**src/rtl/fuzzy_pkg.sv**
```systemverilog
// Shared fuzzy-path types and widths: Q1.15 strengths, singleton positions,
// defuzzifier accumulator widths and the defuzzifier state encoding.
package fuzzy_pkg;

  localparam logic [15:0] Q15_ONE = 16'h8000;
  localparam int MU_W  = 16;
  localparam int POS_W = 8;
  localparam int NUM_W = 26;
  localparam int DEN_W = 18;

  typedef enum logic [1:0] {
    ST_IDLE = 2'd0,
    ST_DIV  = 2'd1,
    ST_DONE = 2'd2
  } defuzz_state_e;

  // Strengths above 1.0 are treated as exactly 1.0.
  function automatic logic [MU_W-1:0] clamp_mu(input logic [MU_W-1:0] m);
    return (m > Q15_ONE) ? Q15_ONE : m;
  endfunction

  // Unsigned strength times signed position.
  // The full product needs 24 bits; it is carried at the 26-bit sum width.
  function automatic logic signed [NUM_W-1:0] mu_term(input logic [MU_W-1:0] m,
                                                      input logic [POS_W-1:0] s);
    logic signed [NUM_W-1:0] a, b;
    a = $signed({{(NUM_W-MU_W){1'b0}}, m});
    b = $signed({{(NUM_W-POS_W){s[POS_W-1]}}, s});
    return a * b;
  endfunction

endpackage

```
**src/rtl/seq_div_u.sv**
```systemverilog
// Unsigned restoring divider, one quotient bit per cycle, MSB first.
// The quotient must fit in DIV_ITERS bits. done is high during the final
// iteration cycle, and quotient carries the completed result in that cycle,
// so the caller can register it on the same edge that finishes the divide.
module seq_div_u #(
  parameter int DIV_ITERS = 9,
  parameter int NUM_W     = 26,
  parameter int DEN_W     = 18
) (
  input  logic                 clk,
  input  logic                 rst,
  input  logic                 start,
  input  logic [NUM_W-1:0]     dividend,
  input  logic [DEN_W-1:0]     divisor,
  output logic                 busy,
  output logic                 done,
  output logic [DIV_ITERS-1:0] quotient
);
  localparam int RW = NUM_W + DIV_ITERS;
  localparam int CW = $clog2(DIV_ITERS + 1);

  logic [RW-1:0]        rem_q, rem_d, dsr_q, dsr_d;
  logic [DIV_ITERS-1:0] quo_q, quo_d, quo_step;
  logic [CW-1:0]        cnt_q, cnt_d;
  logic                 ge;

  // Trial subtract against a divisor that starts aligned to the top quotient bit.
  always_comb begin
    ge       = rem_q >= dsr_q;
    quo_step = {quo_q[DIV_ITERS-2:0], ge};
    busy     = cnt_q != '0;
    done     = cnt_q == CW'(1);
    quotient = quo_step;
    rem_d    = rem_q;
    dsr_d    = dsr_q;
    quo_d    = quo_q;
    cnt_d    = cnt_q;
    if (start) begin
      rem_d = RW'(dividend);
      dsr_d = RW'(divisor) << (DIV_ITERS - 1);
      quo_d = '0;
      cnt_d = CW'(DIV_ITERS);
    end else if (busy) begin
      if (ge) rem_d = rem_q - dsr_q;
      dsr_d = dsr_q >> 1;
      quo_d = quo_step;
      cnt_d = cnt_q - CW'(1);
    end
  end

  // Divider state registers.
  always_ff @(posedge clk) begin
    if (rst) begin
      rem_q <= '0;
      dsr_q <= '0;
      quo_q <= '0;
      cnt_q <= '0;
    end else begin
      rem_q <= rem_d;
      dsr_q <= dsr_d;
      quo_q <= quo_d;
      cnt_q <= cnt_d;
    end
  end

endmodule

```
**src/rtl/defuzz_wavg.sv**
```systemverilog
// Singleton-centroid defuzzifier: y = sum(mu_i*s_i) / sum(mu_i), signed 8-bit.
// Sign-magnitude around an unsigned sequential divider; result saturated.
// Build option DEFUZZ_ROUND_EN: round half away from zero instead of truncating.
module defuzz_wavg
  import fuzzy_pkg::*;
#(
  parameter int DIV_ITERS = 9
) (
  input  logic                    clk,
  input  logic                    rst,
  input  logic                    in_valid,
  output logic                    in_ready,
  input  logic [MU_W-1:0]         mu_neg,
  input  logic [MU_W-1:0]         mu_zero,
  input  logic [MU_W-1:0]         mu_pos,
  input  logic signed [POS_W-1:0] s_neg,
  input  logic signed [POS_W-1:0] s_zero,
  input  logic signed [POS_W-1:0] s_pos,
  output logic                    out_valid,
  input  logic                    out_ready,
  output logic signed [POS_W-1:0] y,
  output logic                    no_fire
);

  defuzz_state_e state_q, state_d;
  logic in_ready_q, in_ready_d, out_valid_q, out_valid_d;
  logic no_fire_q, no_fire_d, neg_q, neg_d;
  logic signed [POS_W-1:0] y_q, y_d, y_sat;

  logic [MU_W-1:0]         mu_n_c, mu_z_c, mu_p_c;
  logic signed [NUM_W-1:0] num_c;
  logic [NUM_W-1:0]        mag_c, dividend_c;
  logic [DEN_W-1:0]        den_c;
  logic signed [DIV_ITERS:0] qv;

  logic                 div_start, div_busy, div_done;
  logic [DIV_ITERS-1:0] div_quo;

  // Operand conditioning: clamp, weighted sums, magnitude and rounding bias.
  always_comb begin
    mu_n_c = clamp_mu(mu_neg);
    mu_z_c = clamp_mu(mu_zero);
    mu_p_c = clamp_mu(mu_pos);
    num_c  = mu_term(mu_n_c, s_neg) + mu_term(mu_z_c, s_zero) + mu_term(mu_p_c, s_pos);
    den_c  = DEN_W'(mu_n_c) + DEN_W'(mu_z_c) + DEN_W'(mu_p_c);
    mag_c  = num_c[NUM_W-1] ? -num_c : num_c;
`ifdef DEFUZZ_ROUND_EN
    dividend_c = mag_c + NUM_W'(den_c >> 1);
`else
    dividend_c = mag_c;
`endif
    div_start = (state_q == ST_IDLE) && in_valid && (den_c != '0);
  end

  seq_div_u #(
    .DIV_ITERS(DIV_ITERS),
    .NUM_W    (NUM_W),
    .DEN_W    (DEN_W)
  ) u_div (
    .clk     (clk),
    .rst     (rst),
    .start   (div_start),
    .dividend(dividend_c),
    .divisor (den_c),
    .busy    (div_busy),
    .done    (div_done),
    .quotient(div_quo)
  );

  // Reapply the sign and saturate to the signed 8-bit range.
  always_comb begin
    qv = neg_q ? -$signed({1'b0, div_quo}) : $signed({1'b0, div_quo});
    if (qv > $signed((DIV_ITERS + 1)'(127)))       y_sat = 8'sh7F;
    else if (qv < -$signed((DIV_ITERS + 1)'(128))) y_sat = 8'sh80;
    else                                           y_sat = qv[POS_W-1:0];
  end

  // Next-state and registered-output logic for IDLE/DIV/DONE.
  always_comb begin
    state_d     = state_q;
    in_ready_d  = in_ready_q;
    out_valid_d = out_valid_q;
    y_d         = y_q;
    no_fire_d   = no_fire_q;
    neg_d       = neg_q;
    unique case (state_q)
      ST_IDLE: if (in_valid) begin
        in_ready_d = 1'b0;
        neg_d      = num_c[NUM_W-1];
        if (den_c == '0) begin
          // Nothing fired: no divide, result is a forced zero.
          state_d   = ST_DONE;
          y_d       = '0;
          no_fire_d = 1'b1;
        end else begin
          state_d   = ST_DIV;
          no_fire_d = 1'b0;
        end
      end
      ST_DIV: if (div_done) begin
        state_d     = ST_DONE;
        out_valid_d = 1'b1;
        y_d         = y_sat;
      end else if (!div_busy) begin
        // Divider lost its operation; drop the transaction rather than hang.
        state_d    = ST_IDLE;
        in_ready_d = 1'b1;
      end
      ST_DONE: if (!out_valid_q) begin
        // No-fire path arrives here with valid still low; present it next cycle.
        out_valid_d = 1'b1;
      end else if (out_ready) begin
        state_d     = ST_IDLE;
        out_valid_d = 1'b0;
        in_ready_d  = 1'b1;
      end
      default: begin
        state_d     = ST_IDLE;
        in_ready_d  = 1'b1;
        out_valid_d = 1'b0;
      end
    endcase
  end

  // FSM state and output registers.
  always_ff @(posedge clk) begin
    if (rst) begin
      state_q     <= ST_IDLE;
      in_ready_q  <= 1'b1;
      out_valid_q <= 1'b0;
      y_q         <= '0;
      no_fire_q   <= 1'b0;
      neg_q       <= 1'b0;
    end else begin
      state_q     <= state_d;
      in_ready_q  <= in_ready_d;
      out_valid_q <= out_valid_d;
      y_q         <= y_d;
      no_fire_q   <= no_fire_d;
      neg_q       <= neg_d;
    end
  end

  assign in_ready  = in_ready_q;
  assign out_valid = out_valid_q;
  assign y         = y_q;
  assign no_fire   = no_fire_q;

endmodule

```
**config.mk**
```make
export PLATFORM = sky130hd
export DESIGN_NAME = defuzz_wavg
export DESIGN_NICKNAME = d
export VERILOG_FILES = /design/src/rtl/fuzzy_pkg.sv /design/src/rtl/seq_div_u.sv /design/src/rtl/defuzz_wavg.sv
export SDC_FILE = /design/constraint.sdc
export NUM_CORES = 1
export LEC_CHECK = 0
export BUFFER_PORTS_ARGS = -buffer_cell sky130_fd_sc_hd__buf_2
export CAP_MARGIN = 40
export CORE_ASPECT_RATIO = 1.1
export CORE_MARGIN = 4
export CORE_UTILIZATION = 35
export DETAILED_ROUTE_END_ITERATION = 10
export PLACE_DENSITY = 0.49
export RECOVER_POWER = 50
export SLEW_MARGIN = 10
export SYNTH_ARGS = -nofsm -noshare
export SYNTH_HDL_FRONTEND = slang
export SYNTH_SLANG_ARGS = --single-unit
```
**constraint.sdc**
```tcl
create_clock -name clk -period 24.1 [get_ports clk]
set_input_delay 3.615 -clock clk [delete_from_list [all_inputs] [get_ports clk]]
set_output_delay 3.615 -clock clk [all_outputs]
set_load 0.02 [all_outputs]
```
Word level (Yosys, flattened, before mapping):

Cells that the tools add are included.

* $add $sub $neg: 8
* multiply operators: 3
* order comparisons: 6
* eq/ne operators: 11
* muxes and demuxes: 36
* bitwise gates (word level): 1
* reductions and logical operators: 17

Operators with widths (number)
* 26-bit two-way mux: 6
* 17-bit by 8-bit multiplier with 25-bit output: 3
* 16-bit greater-than comparator (second input constant): 3
* 16-bit two-way mux: 3
* 8-bit two-way mux: 5
* 35-bit by 26-bit >= comparator with 1-bit output: 1
* 35-bit by 26-bit subtractor with 35-bit output: 1
* 25-bit by 25-bit adder with 26-bit output: 1
* 26-bit by 25-bit adder with 26-bit output: 1
* 26-bit negation: 1
* 17-bit by 16-bit adder with 18-bit output: 1
* 18-bit zero test: 1
* 18-bit nonzero test: 1
* 16-bit by 16-bit adder with 17-bit output: 1
* 8-bit case mux with 2 select lines: 1
* 2-bit two-way mux: 6
* 2-bit != test (second input constant): 6
* 10-bit by 8-bit greater-than comparator with 1-bit output (second input constant): 1
* 10-bit by 8-bit less-than comparator with 1-bit output (second input constant): 1
* 10-bit two-way mux: 1
* 9-bit negation with 10-bit output: 1
* 1-bit two-way mux: 9
* 4-bit two-way mux: 2
* 2-bit AND reduction: 4
* other kinds (16): 21

* register bits after elaboration: 87
* bits of input ports: 76
* output and inout bits: 11

Logic depth before layout (Yosys ltp):

Gate-level depths: netlist (run 1).

* depth in word-level cells: 8
* mapped depth: 31
* depth with buffers taken out: 30

Hierarchy:

A second synthesis (run 1) with hierarchy kept.

* cells, all modules: 2586
* area total of the unflattened synthesis: 20950.1 µm²

By module, submodules not included
* defuzz_wavg: instances 1, cells an instance 1948, area an instance 16233.1 µm², seq. area each 280.3 µm²
* seq_div_u: instances 1, cells an instance 638, area an instance 4717.0 µm², seq. area each 1461.4 µm²

Worst setup path before layout (run 1):

No wires, ideal clock.

* kind: input-to-reg
* start: input mu_neg[13]
* end: register u_div.rem_q[25]
* library setup time: 70 ps
* arrival time: 10915 ps
* path slack: 13114 ps
* stages: 27
* path buffers: 1
* cell sequence: nor4_1 a41o_1 clkbuf_1 and2_1 nand2_1 fa_1 inv_1 fa_1 inv_1 fa_1 fa_1 inv_1 fa_1 inv_1 fa_1 inv_1 fa_1 ha_1 a211oi_1 o21ai_2 o2111ai_1 a2111oi_0 or3_1 a211oi_1 nand4_1 or4bb_1 a21oi_1

* longest elaborated chain between the ends: 8

Ends and longest elaborated chain
* from (decl): RTL line defuzz_wavg.sv:13 `input logic [MU_W-1:0] mu_neg,`
* 16-bit greater-than comparator: RTL line fuzzy_pkg.sv:19 `return (m > Q15_ONE) ? Q15_ONE : m;`
* 16-bit two-way mux (*): RTL line fuzzy_pkg.sv:19
* 17-bit by 8-bit multiplier with 25-bit output or 16-bit by 16-bit adder with 17-bit output (tied branches): RTL line fuzzy_pkg.sv:29, defuzz_wavg.sv:45
* 25-bit by 25-bit adder with 26-bit output or 17-bit by 16-bit adder with 18-bit output (tied branches): RTL line defuzz_wavg.sv:44, defuzz_wavg.sv:45
* 26-bit by 25-bit adder with 26-bit output or 18-bit nonzero test (tied branches): RTL line defuzz_wavg.sv:44, defuzz_wavg.sv:52
* 26-bit negation or 1-bit logical AND (tied branches): RTL line defuzz_wavg.sv:46, defuzz_wavg.sv:52
* 26-bit two-way mux or 2-bit nonzero test (tied branches)
* 26-bit two-way mux or 2-bit AND reduction (tied branches)
* to (signal assigned): RTL line seq_div_u.sv:59 `rem_q <= rem_d;`
* to (decl): RTL line seq_div_u.sv:22 `logic [RW-1:0] rem_q, rem_d, dsr_q, dsr_d;`

Mark *: on every way between the ends. The rest lies on a longest branch, timed or not.
A chain may end at the register's enable or synchronous reset.

Final worst setup path (run 1):

* start: input mu_neg[13]
* end: register u_div.rem_q[16]

The elaborated chain is that of the path after synthesis.

==> metrics.csv, run 1 <==
stage,metric,value,unit
setup_path,Setup CP Type,in2reg,
sta,Worst slew margin,0.02647,
cts,clk root buf,clkbuf_16,
layout,Syn-to-layout area delta,7.219,%
cts,CTS Sinks,87,
layout,share of post-route cells with drive strength above 1,0.05632,
synth,"Cell Area, Synth",20780,um^2
setup_path,"Largest stage delay, worst path",0.87,ns
sta,Final TNS setup,0,ns
sta,Tightest Pin Transition,1.460,ns
global_routing,vias in the first global route,17938,
synth,Syn. warnings,0,
detailed_routing,TritonRoute pass-1 iters,5,
setup_path,Worst setup SP type,primary input,
synth,synth top area cells,"fa_1, ha_1, inv_1",
worst_hold_path,worst min-delay path category,reg2reg,
synth,fraction of the yosys area taken by sequential cells,0.08381,
synth,Cells after Synth,2534,
detailed_routing,wire length per cell,18.78,um
sta,hold violation count in the final report,0,
floorplan,Placeable Area,58650,um^2
setup_path,CP max stage cell,nor4_1,
cts,CTS tree,yes,
place,placed cell areas,21960,um^2
global_routing,GRT Overall Usage,0.1978,
place,I/O Buffers,86,
synth,"FFs w/ async S/R, synth",0,
cts,htree depth,3,
global_routing,Overflow after GRT,0,
cts,post-CTS repair timing setup buffer count,0,
floorplan,die height,263.6,um
floorplan,Die Wd,240.3,um
synth,syn_nets,3140,
synth,"EDFF count, synth",0,
setup_path,Crit Path Max Fanout,23,
run_status,status,completed,
detailed_routing,drc violations,0,
synth,top-count cell post-synth,inv_1,
cts,clock transition at the registers of the reported paths,0.06,ns
floorplan,Rows,93,
global_routing,first-pass GRT wire length,99820,um
synth,Main synth FF type,dfxtp_1,
synth,largest area contributor in the netlist,fa_1,
detailed_routing,Vias,16803,
setup_path,required time of the critical path,24.36,ns
layout,Layout Nets,3158,
place,placed insts,3300,
cts,clk_lat worst skew,0.35,ns
layout,Final Cell Area,22280,um^2
sta,Final Max Tran Viols,0,
sta,Worst Hold Margin,0.4610,ns
cts,Num CTS Buffers,9,
cts,clk buf depth,2,
sta,Setup Skew,0.01261,ns
sta,fin crit period,11.87,ns
global_routing,initial antenna violation count,1,
synth,post-synth top area share,0.3458,
layout,final std cells w/o fill,3318,
cts,PostCTS Resize Cnt,0,
synth,Yosys reg bits,87,
setup_path,Setup crit end kind,flip-flop,
place,Placer Congestion,0.8704,
synth,post-synth cell types,78,
detailed_routing,initial drt markers,747,
synth,Syn Area/Cell,8.201,um^2
sta,RSZ-0062 raised after global routing,false,
sta,endpoints failing setup,0,
floorplan,overall die area,63340,um^2
job,Max Cap Violations,0,
setup_path,CP arrival,12.13,ns
detailed_routing,vias per inst,5.064,
layout,filler cell count,6167,
global_routing,pin count of the biggest net entering global routing,66,
detailed_routing,Final ANT Viol Nets,0,
detailed_routing,total wire length,62300,um
cts,CTS Hold Bufs,0,
sta,maximum clock rate,84.24,MHz
floorplan,Ports,87,
sta,Tcrit/Tclk final,0.4926,
setup_path,Most common cell on crit path,fa_1,
synth,"top cells by count, synth","inv_1, fa_1, nand2_1, ha_1, nor2_1",
place,post-DP HPWL,53560,um
floorplan,Initial Util,0.3543,
logic make-up after synthesis:
family,Yosys count,share of synthesized area
fa+ha+maj,530,0.4488
flops,87,0.08381
xor+xnor,80,0.03372
mux,8,0.003974
simple gates,827,0.1920
buf+inv,651,0.1197
compound gates,351,0.1180
metal layers:
metal  routed length [um]  share of wire  GRT usage  up-vias
li1                     -              -          -     7985
met1                27190           0.44     0.2598     8346
met2                30800           0.49     0.3494      388
met3                 2451          0.039    0.01865       84
met4                 1861          0.030    0.05055        0
met5                    0              0          0        -
worst paths after layout:
kind	depth (start not counted)	to	slack (ns)	startpoint
worst min-delay path	2	y[0]	0.46	y[0]
worst max register to register	13	u_div.rem_q[34]	20.23	u_div.rem_q[0]
worst max-delay path	28	u_div.rem_q[16]	12.23	mu_neg[13]
worst min register to register	2	y[0]	0.46	y[0]
critical path, delay by kind of cell:
kind / cells / cell delay (ns)
AOI/OAI and AO/OA: 7 / 2.06
buffers and inverters: 6 / 0.36
and+or+nand+nor: 6 / 2.03
adders and majority gates: 8 / 3.89
xor gates and xnor gates: 1 / 0.16
state kept, by name (all words and copies together) (netlist names):
| signal | count |
|---|---|
| u_div.rem_q | 35 |
| u_div.dsr_q | 26 |
| u_div.quo_q | 8 |
| y | 8 |
| u_div.cnt_q | 4 |
| state_q | 2 |
| in_ready | 1 |
| neg_q | 1 |
| no_fire | 1 |
| out_valid | 1 |
final cells by class:
cell class	count	area, um^2	area share
clock inverter	5	106.4	0.004773
inverter	539	2023	0.09080
tap	760	950.9	0.04268
timing repair buffer	119	655.6	0.02942
sequential	87	1742	0.07817
antenna	1	2.502	0.0001123
clock buffer	11	232.7	0.01044
multi-input combinational	1796	16570	0.7436
per-stage QoR:
stage / util / setup WS, ns
2_1_floorplan: - / 13.11
3_3_place_gp: 0.3720 / 11.91
3_5_place_dp: 0.3745 / 11.86
4_1_cts: 0.3803 / 12.18
5_1_grt: 0.3799 / 11.52
6_report: 0.3799 / 12.23
cells in the final DEF, fill, tap and decap left out, drive strengths merged, types with 37 or more instances in the layout:
cell type and count:
a211oi 44, nor2 150, buf 103, nor2b 37, dfxtp 87, a21oi 101, xor2 37, xnor2 43
inv 539, o21ai 49, and2 131, ha 171, nand2 318, fa 359, and3 54
Power of run 1 is not shown: default switching activity piles up to over one toggle a cycle in this logic, so the estimate is an artifact.
==> inputs of run 2 (changes only) <==
Settings changed: ABC_AREA set to 1.
Clock period 24.1 ns to 11.4 ns, I/O delays scaled along.
==> run 2 against run 1 <==
  * The flow now finishes with violations (max-capacitance violations, max-slew violations)
  * Register-to-register slack worse by 14 ns
  * Wire length grew 9.9%
  * Global-route usage is 2.1 points higher
  * Sequential cell count stayed put
  * Critical path depth grew 6
==> metrics.csv, run 2 <==
stage,metric,value,unit,change
layout,max reg flops,35,,unchanged
sta,maximum clock rate,99.15,MHz,
layout,Syn-to-layout area delta,6.374,%,was 7.219%
detailed_routing,drc violations,0,,unchanged
layout,Layout Nets,3547,,was 3158
setup_path,CP arrival,10.36,ns,was 12.13 ns
layout,Final Cell Area,22320,um^2,was 22280 um^2
place,I/O Buffers,86,,unchanged
floorplan,Placeable Area,59000,um^2,was 58650 um^2
global_routing,pin count of the biggest net entering global routing,52,,was 66
global_routing,GRT Overall Usage,0.2185,,was 0.1978
global_routing,Overflow after GRT,0,,unchanged
floorplan,Initial Util,0.3557,,was 0.3543
setup_path,CP max stage cell,nand2_1,,was nor4_1
cts,clk buf depth,2,,unchanged
setup_path,Worst setup SP type,primary input,,unchanged
setup_path,"Largest stage delay, worst path",0.60,ns,was 0.87 ns
synth,largest area contributor in the netlist,fa_1,,unchanged
layout,Multi-input gate area,16140,um^2,was 16570 um^2
floorplan,overall die area,63940,um^2,was 63340 um^2
synth,"FFs w/ async S/R, synth",0,,unchanged
layout,"commonest non-fill, non-tap cell in the layout",inv_1,,unchanged
setup_path,Reg2Reg Setup Slack,6.51,ns,was 20.23 ns
sta,Final TNS setup,0,ns,unchanged
synth,Syn Area/Cell,7.221,um^2,was 8.201 um^2
cts,post-CTS repair timing setup buffer count,0,,unchanged
setup_path,RR Startpoint,state_q[1],,was u_div.rem_q[0]
sta,Tightest Pin Transition,2.209,ns,was 1.460 ns
setup_path,Most common cell on crit path,fa_1,,unchanged
synth,"top cells by count, synth","inv_1, nand2_1, nor2_1, fa_1, ha_1",,"was inv_1, fa_1, nand2_1, ha_1, nor2_1"
layout,FF+latch area,1742,um^2,unchanged
cts,PostCTS Resize Cnt,0,,unchanged
run_status,failing checks,"max-capacitance violations, max-slew violations",,
global_routing,vias in the first global route,19157,,was 17938
worst_hold_path,HP Start,u_div.rem_q[33],,was y[0]
detailed_routing,initial drt markers,1040,,was 747
synth,post-synth top area share,0.3425,,was 0.3458
run_status,status,finished with violations,,was completed
layout,share of post-route cells with drive strength above 1,0.03734,,was 0.05632
setup_path,cells on worst reg2reg path,9,,was 13
sta,Setup Skew,0.004875,ns,was 0.01261 ns
job,Max Cap Violations,3,,was 0
sta,Final Max Tran Viols,146,,was 0
detailed_routing,TritonRoute pass-1 iters,6,,was 5
setup_path,required time of the critical path,11.68,ns,was 24.36 ns
cts,Num CTS Buffers,9,,unchanged
worst_hold_path,worst min-delay path category,reg2reg,,unchanged
synth,top-count cell post-synth,inv_1,,unchanged
synth,"EDFF count, synth",0,,unchanged
cts,clk root buf,clkbuf_16,,unchanged
layout,most frequent cells in the layout,"inv_1, nand2_1, nor2_1",,"was inv_1, fa_1, nand2_1"
setup_path,Setup CP Type,in2reg,,unchanged
global_routing,initial antenna violation count,0,,was 1
sta,hold violation count in the final report,0,,unchanged
synth,Cells after Synth,2906,,was 2534
global_routing,first-pass GRT wire length,108200,um,was 99820 um
cts,clock transition at the registers of the reported paths,0.07,ns,was 0.06 ns
sta,Tcrit/Tclk final,0.8847,,
setup_path,Crit Path Max Fanout,26,,was 23
synth,synth top area cells,"fa_1, inv_1, nand2_1",,"was fa_1, ha_1, inv_1"
synth,"Cell Area, Synth",20980,um^2,was 20780 um^2
synth,fraction of the yosys area taken by sequential cells,0.08300,,was 0.08381
sta,endpoints failing setup,0,,unchanged
detailed_routing,wire length per cell,18.47,um,was 18.78 um
detailed_routing,total wire length,68440,um,was 62300 um
place,post-DP HPWL,60470,um,was 53560 um
setup_path,Reg-to-Reg End,u_div.rem_q[24],,was u_div.rem_q[34]
sta,fin crit period,10.09,ns,
synth,syn_nets,3512,,was 3140
place,Placer Congestion,0.9652,,was 0.8704
floorplan,Ports,87,,unchanged
floorplan,Die Wd,241.5,um,was 240.3 um
cts,CTS Sinks,87,,unchanged
synth,post-synth cell types,50,,was 78
synth,Yosys reg bits,87,,unchanged
cts,CTS tree,yes,,unchanged
cts,clk_lat worst skew,0.35,ns,about the same
sta,RSZ-0062 raised after global routing,false,,unchanged
setup_path,start point of the critical path,mu_pos[0],,was mu_neg[13]
setup_path,Setup crit end kind,flip-flop,,unchanged
detailed_routing,vias per inst,4.854,,was 5.064
layout,filler cell count,6421,,was 6167
setup_path,end point of the critical path,u_div.rem_q[4],,was u_div.rem_q[16]
cts,CTS Hold Bufs,0,,unchanged
synth,Syn. warnings,0,,unchanged
sta,Worst slew margin,-0.4728,,was 0.02647
place,placed cell areas,22060,um^2,was 21960 um^2
layout,register with the most flip-flops,u_div.rem_q,,unchanged
detailed_routing,Vias,17988,,was 16803
layout,n_diodes,0,,was 1
synth,Main synth FF type,dfxtp_1,,unchanged
floorplan,Rows,93,,unchanged
detailed_routing,Final ANT Viol Nets,0,,unchanged
floorplan,die height,264.8,um,was 263.6 um
layout,biggest regs,"u_div.rem_q (35), u_div.dsr_q (26)",,unchanged
cts,htree depth,3,,unchanged
-- run 2: cell types whose count changed in the layout (fill, tap and decap cells not counted), sizes merged, moves of 37 or more --
cell   before  now
and2      131    6
nand3      13   91
and3       54    0
o21ai      49  118
inv       539  719
nor2b      37    0
nor2      150  370
nand2     318  608
-- run 2: per-layer routing --
| metal | up-vias | GRT usage | wire (um) |
|---|---|---|---|
| met5 | - | 0 | 0 |
| met4 | 0 | 0.07399 | 2850 |
| met3 | 100 | 0.01665 | 2429 |
| met2 | 383 | 0.3969 | 34990 |
| met1 | 8773 | 0.2725 | 28170 |
| li1 | 8732 | - | - |
-- run 2: how the worst min path moves through the flow --
stage | slack, ns | cells past startpoint | endpoint
6_report | 0.47 | 2 | u_div.rem_q[33]
5_1_grt | 0.50 | 2 | u_div.rem_q[33]
3_3_place_gp | 0.45 | 2 | u_div.rem_q[33]
4_1_cts | 0.48 | 2 | u_div.rem_q[33]
3_5_place_dp | 0.47 | 2 | u_div.rem_q[33]
2_1_floorplan | 0.44 | 2 | u_div.rem_q[33]
-- run 2: final cells by class --
type | instances | share of cell area
clock inverter | 4 | 0.003419
timing repair buffer | 91 | 0.01984
inverter | 721 | 0.1214
sequential | 87 | 0.07803
clock buffer | 12 | 0.01149
tap | 760 | 0.04260
multi-input combinational | 2031 | 0.7233
-- run 2: kinds of logic (layout without fill, tap and decap cells) --
group / count (synthesis) / after routing / share of synthesized area
compound gates: 285 / 285 / 0.07555
xor+xnor: 68 / 68 / 0.02838
fa+ha+maj: 530 / 530 / 0.4445
buf+inv: 788 / 828 / 0.1452
flops: 87 / 87 / 0.08300
simple gates: 1148 / 1148 / 0.2234
-- run 2: critical path: cells and delay by family --
| kind | cells | cell delay [ns] |
|---|---|---|
| AO/OA/AOI/OAI | 5 | 0.92 |
| buffers and inverters | 9 | 1.21 |
| adder cells (fa/ha/maj) | 8 | 3.82 |
| AND/OR/NAND/NOR | 11 | 2.52 |
| XOR/XNOR | 1 | 0.17 |
-- run 2: stage by stage --
stage / utilization / cells / setup WS (ns) / hold slack (ns)
after floorplan: - / 2906 / 2.855 / 0.4445
after global routing: 0.3784 / 3706 / 0.5786 / 0.5002
after detailed placement: 0.3740 / 3690 / 1.072 / 0.4713
after global placement: 0.3739 / 3689 / 0.9510 / 0.4515
final: 0.3784 / 3706 / 1.315 / 0.4712
after CTS: 0.3797 / 3706 / 1.421 / 0.4798
Power of run 2 is left out for the same reason.
==> inputs of run 3 (changes only) <==
Settings changed: CORE_UTILIZATION 35 to 61, PLACE_DENSITY 0.49 to 0.78.
==> run 3 against run 2 <==
  * The run still ends with max-capacitance violations, max-slew violations left
  * Sequential share of layout area is 0.16 points higher
  * Critical path depth stayed put
  * Count of clock-buffer cells in the layout stayed put
  * Final area is 2.0% lower
  * Sequential cell count stayed put
  * First-iteration DRC count is 37% higher
==> metrics.csv, run 3 (synthesized netlist as in run 2, its figures left out) <==
stage,metric,value,unit,change
run_status,status,finished with violations,,unchanged
run_status,failing checks,"max-capacitance violations, max-slew violations",,unchanged
floorplan,Initial Util,0.6239,,was 0.3557
sta,Tightest Pin Transition,1.800,ns,was 2.209 ns
setup_path,Most common cell on crit path,fa_1,,unchanged
place,I/O Buffers,86,,unchanged
sta,Final Max Tran Viols,98,,was 146
layout,n_diodes,0,,unchanged
global_routing,met2 Use GR,0.6016,,was 0.3969
job,Max Cap Violations,2,,was 3
layout,filler cell count,3123,,was 6421
layout,Final Cell Area,21880,um^2,was 22320 um^2
floorplan,Placeable Area,33630,um^2,was 59000 um^2
sta,Final TNS setup,0,ns,unchanged
setup_path,Reg2Reg Setup Slack,7.35,ns,was 6.51 ns
global_routing,GRT Overall Usage,0.3405,,was 0.2185
detailed_routing,TritonRoute pass-1 iters,8,,was 6
sta,setup ws final,1.478,ns,was 1.315 ns
setup_path,CP max stage cell,nand2_1,,unchanged
floorplan,Die Wd,184.8,um,was 241.5 um
cts,clk_lat worst skew,0.35,ns,about the same
setup_path,"Largest stage delay, worst path",0.62,ns,was 0.60 ns
layout,Layout Nets,3549,,was 3547
worst_hold_path,worst min-delay path category,reg2reg,,unchanged
layout,share of post-route cells with drive strength above 1,0.03867,,was 0.03734
global_routing,Overflow after GRT,0,,unchanged
detailed_routing,Vias,18760,,was 17988
sta,hold violation count in the final report,0,,unchanged
global_routing,grt peak-use layer,met2,,unchanged
layout,biggest regs,"u_div.rem_q (35), u_div.dsr_q (26)",,unchanged
sta,Worst slew margin,-0.1998,,was -0.4728
sta,Tcrit/Tclk final,0.8703,,was 0.8847
global_routing,pin count of the biggest net entering global routing,52,,unchanged
cts,CTS Hold Bufs,0,,unchanged
sta,Setup Skew,0.01650,ns,was 0.004875 ns
cts,Num CTS Buffers,9,,unchanged
setup_path,Setup CP Type,in2reg,,unchanged
cts,CTS Sinks,87,,unchanged
place,Setup Slack @ Placement,1.295,ns,was 1.072 ns
floorplan,die height,202.5,um,was 264.8 um
place,placed cell areas,21660,um^2,was 22060 um^2
floorplan,overall die area,37430,um^2,was 63940 um^2
cts,PostCTS Resize Cnt,0,,unchanged
global_routing,initial antenna violation count,1,,was 0
setup_path,Worst setup SP type,primary input,,unchanged
setup_path,CP arrival,10.19,ns,was 10.36 ns
sta,fin crit period,9.922,ns,was 10.09 ns
floorplan,Ports,87,,unchanged
cts,htree depth,3,,unchanged
sta,endpoints failing setup,0,,unchanged
layout,"commonest non-fill, non-tap cell in the layout",inv_1,,unchanged
sta,maximum clock rate,100.8,MHz,was 99.15 MHz
global_routing,met1 track demand over resource,0.3989,,was 0.2725
global_routing,vias in the first global route,19224,,was 19157
detailed_routing,total wire length,62500,um,was 68440 um
layout,Syn-to-layout area delta,4.257,%,was 6.374%
global_routing,M3 GR Usage,0.03082,,was 0.01665
layout,FF+latch area,1742,um^2,unchanged
layout,max reg flops,35,,unchanged
floorplan,Rows,70,,was 93
setup_path,Crit Path Max Fanout,26,,unchanged
cts,clk root buf,clkbuf_16,,unchanged
cts,clock transition at the registers of the reported paths,0.07,ns,about the same
global_routing,first-pass GRT wire length,99880,um,was 108200 um
place,Placer Congestion,1.027,,was 0.9652
place,post-DP HPWL,53750,um,was 60470 um
layout,most frequent cells in the layout,"inv_1, nand2_1, nor2_1",,unchanged
setup_path,Setup crit end kind,flip-flop,,unchanged
detailed_routing,vias per inst,5.550,,was 4.854
detailed_routing,wire length per cell,18.49,um,was 18.47 um
cts,clk buf depth,2,,unchanged
setup_path,required time of the critical path,11.67,ns,was 11.68 ns
layout,Multi-input gate area,16140,um^2,about the same
detailed_routing,initial drt markers,1428,,was 1040
detailed_routing,drc violations,0,,unchanged
cts,post-CTS repair timing setup buffer count,0,,unchanged
detailed_routing,Final ANT Viol Nets,0,,unchanged
layout,register with the most flip-flops,u_div.rem_q,,unchanged
sta,RSZ-0062 raised after global routing,false,,unchanged
cts,CTS tree,yes,,unchanged
## run 3: worst paths after layout
check / startpoint / endpoint / depth (start not counted)
max reg2reg: state_q[0] / u_div.dsr_q[0] / 7
min: u_div.rem_q[33] / u_div.rem_q[33] / 2
max: mu_neg[4] / u_div.rem_q[3] / 34
min reg2reg: u_div.rem_q[33] / u_div.rem_q[33] / 2
## run 3: final cells by class
class,instances,share of cell area
clock buffer,12,0.01172
clock inverter,4,0.001258
inverter,721,0.1238
multi-input combinational,2031,0.7378
sequential,87,0.07961
tap,432,0.02471
timing repair buffer,93,0.02110
## run 3: through the flow
step           hold slack [ns]  cells  utilization
2_1_floorplan           0.4445   2906            -
3_3_place_gp            0.4519   3361       0.6436
3_5_place_dp            0.4626   3363       0.6441
4_1_cts                 0.4733   3379       0.6525
5_1_grt                 0.5011   3380       0.6505
6_report                0.4747   3380       0.6505
## run 3: critical path, delay by kind of cell
| family | cells | cell delay (ns) |
|---|---|---|
| fa+ha+maj | 8 | 3.83 |
| simple gates | 13 | 2.64 |
| buf+inv | 9 | 1.23 |
| compound gates | 3 | 0.60 |
| xor+xnor | 1 | 0.16 |
## run 3: per-layer routing
layer / wire (um) / vias to the layer above
met1: 22780 / 9070
met5: 13 / -
met3: 3381 / 193
li1: - / 8741
met2: 31510 / 754
met4: 4818 / 2
Power of run 3 is left out for the same reason.
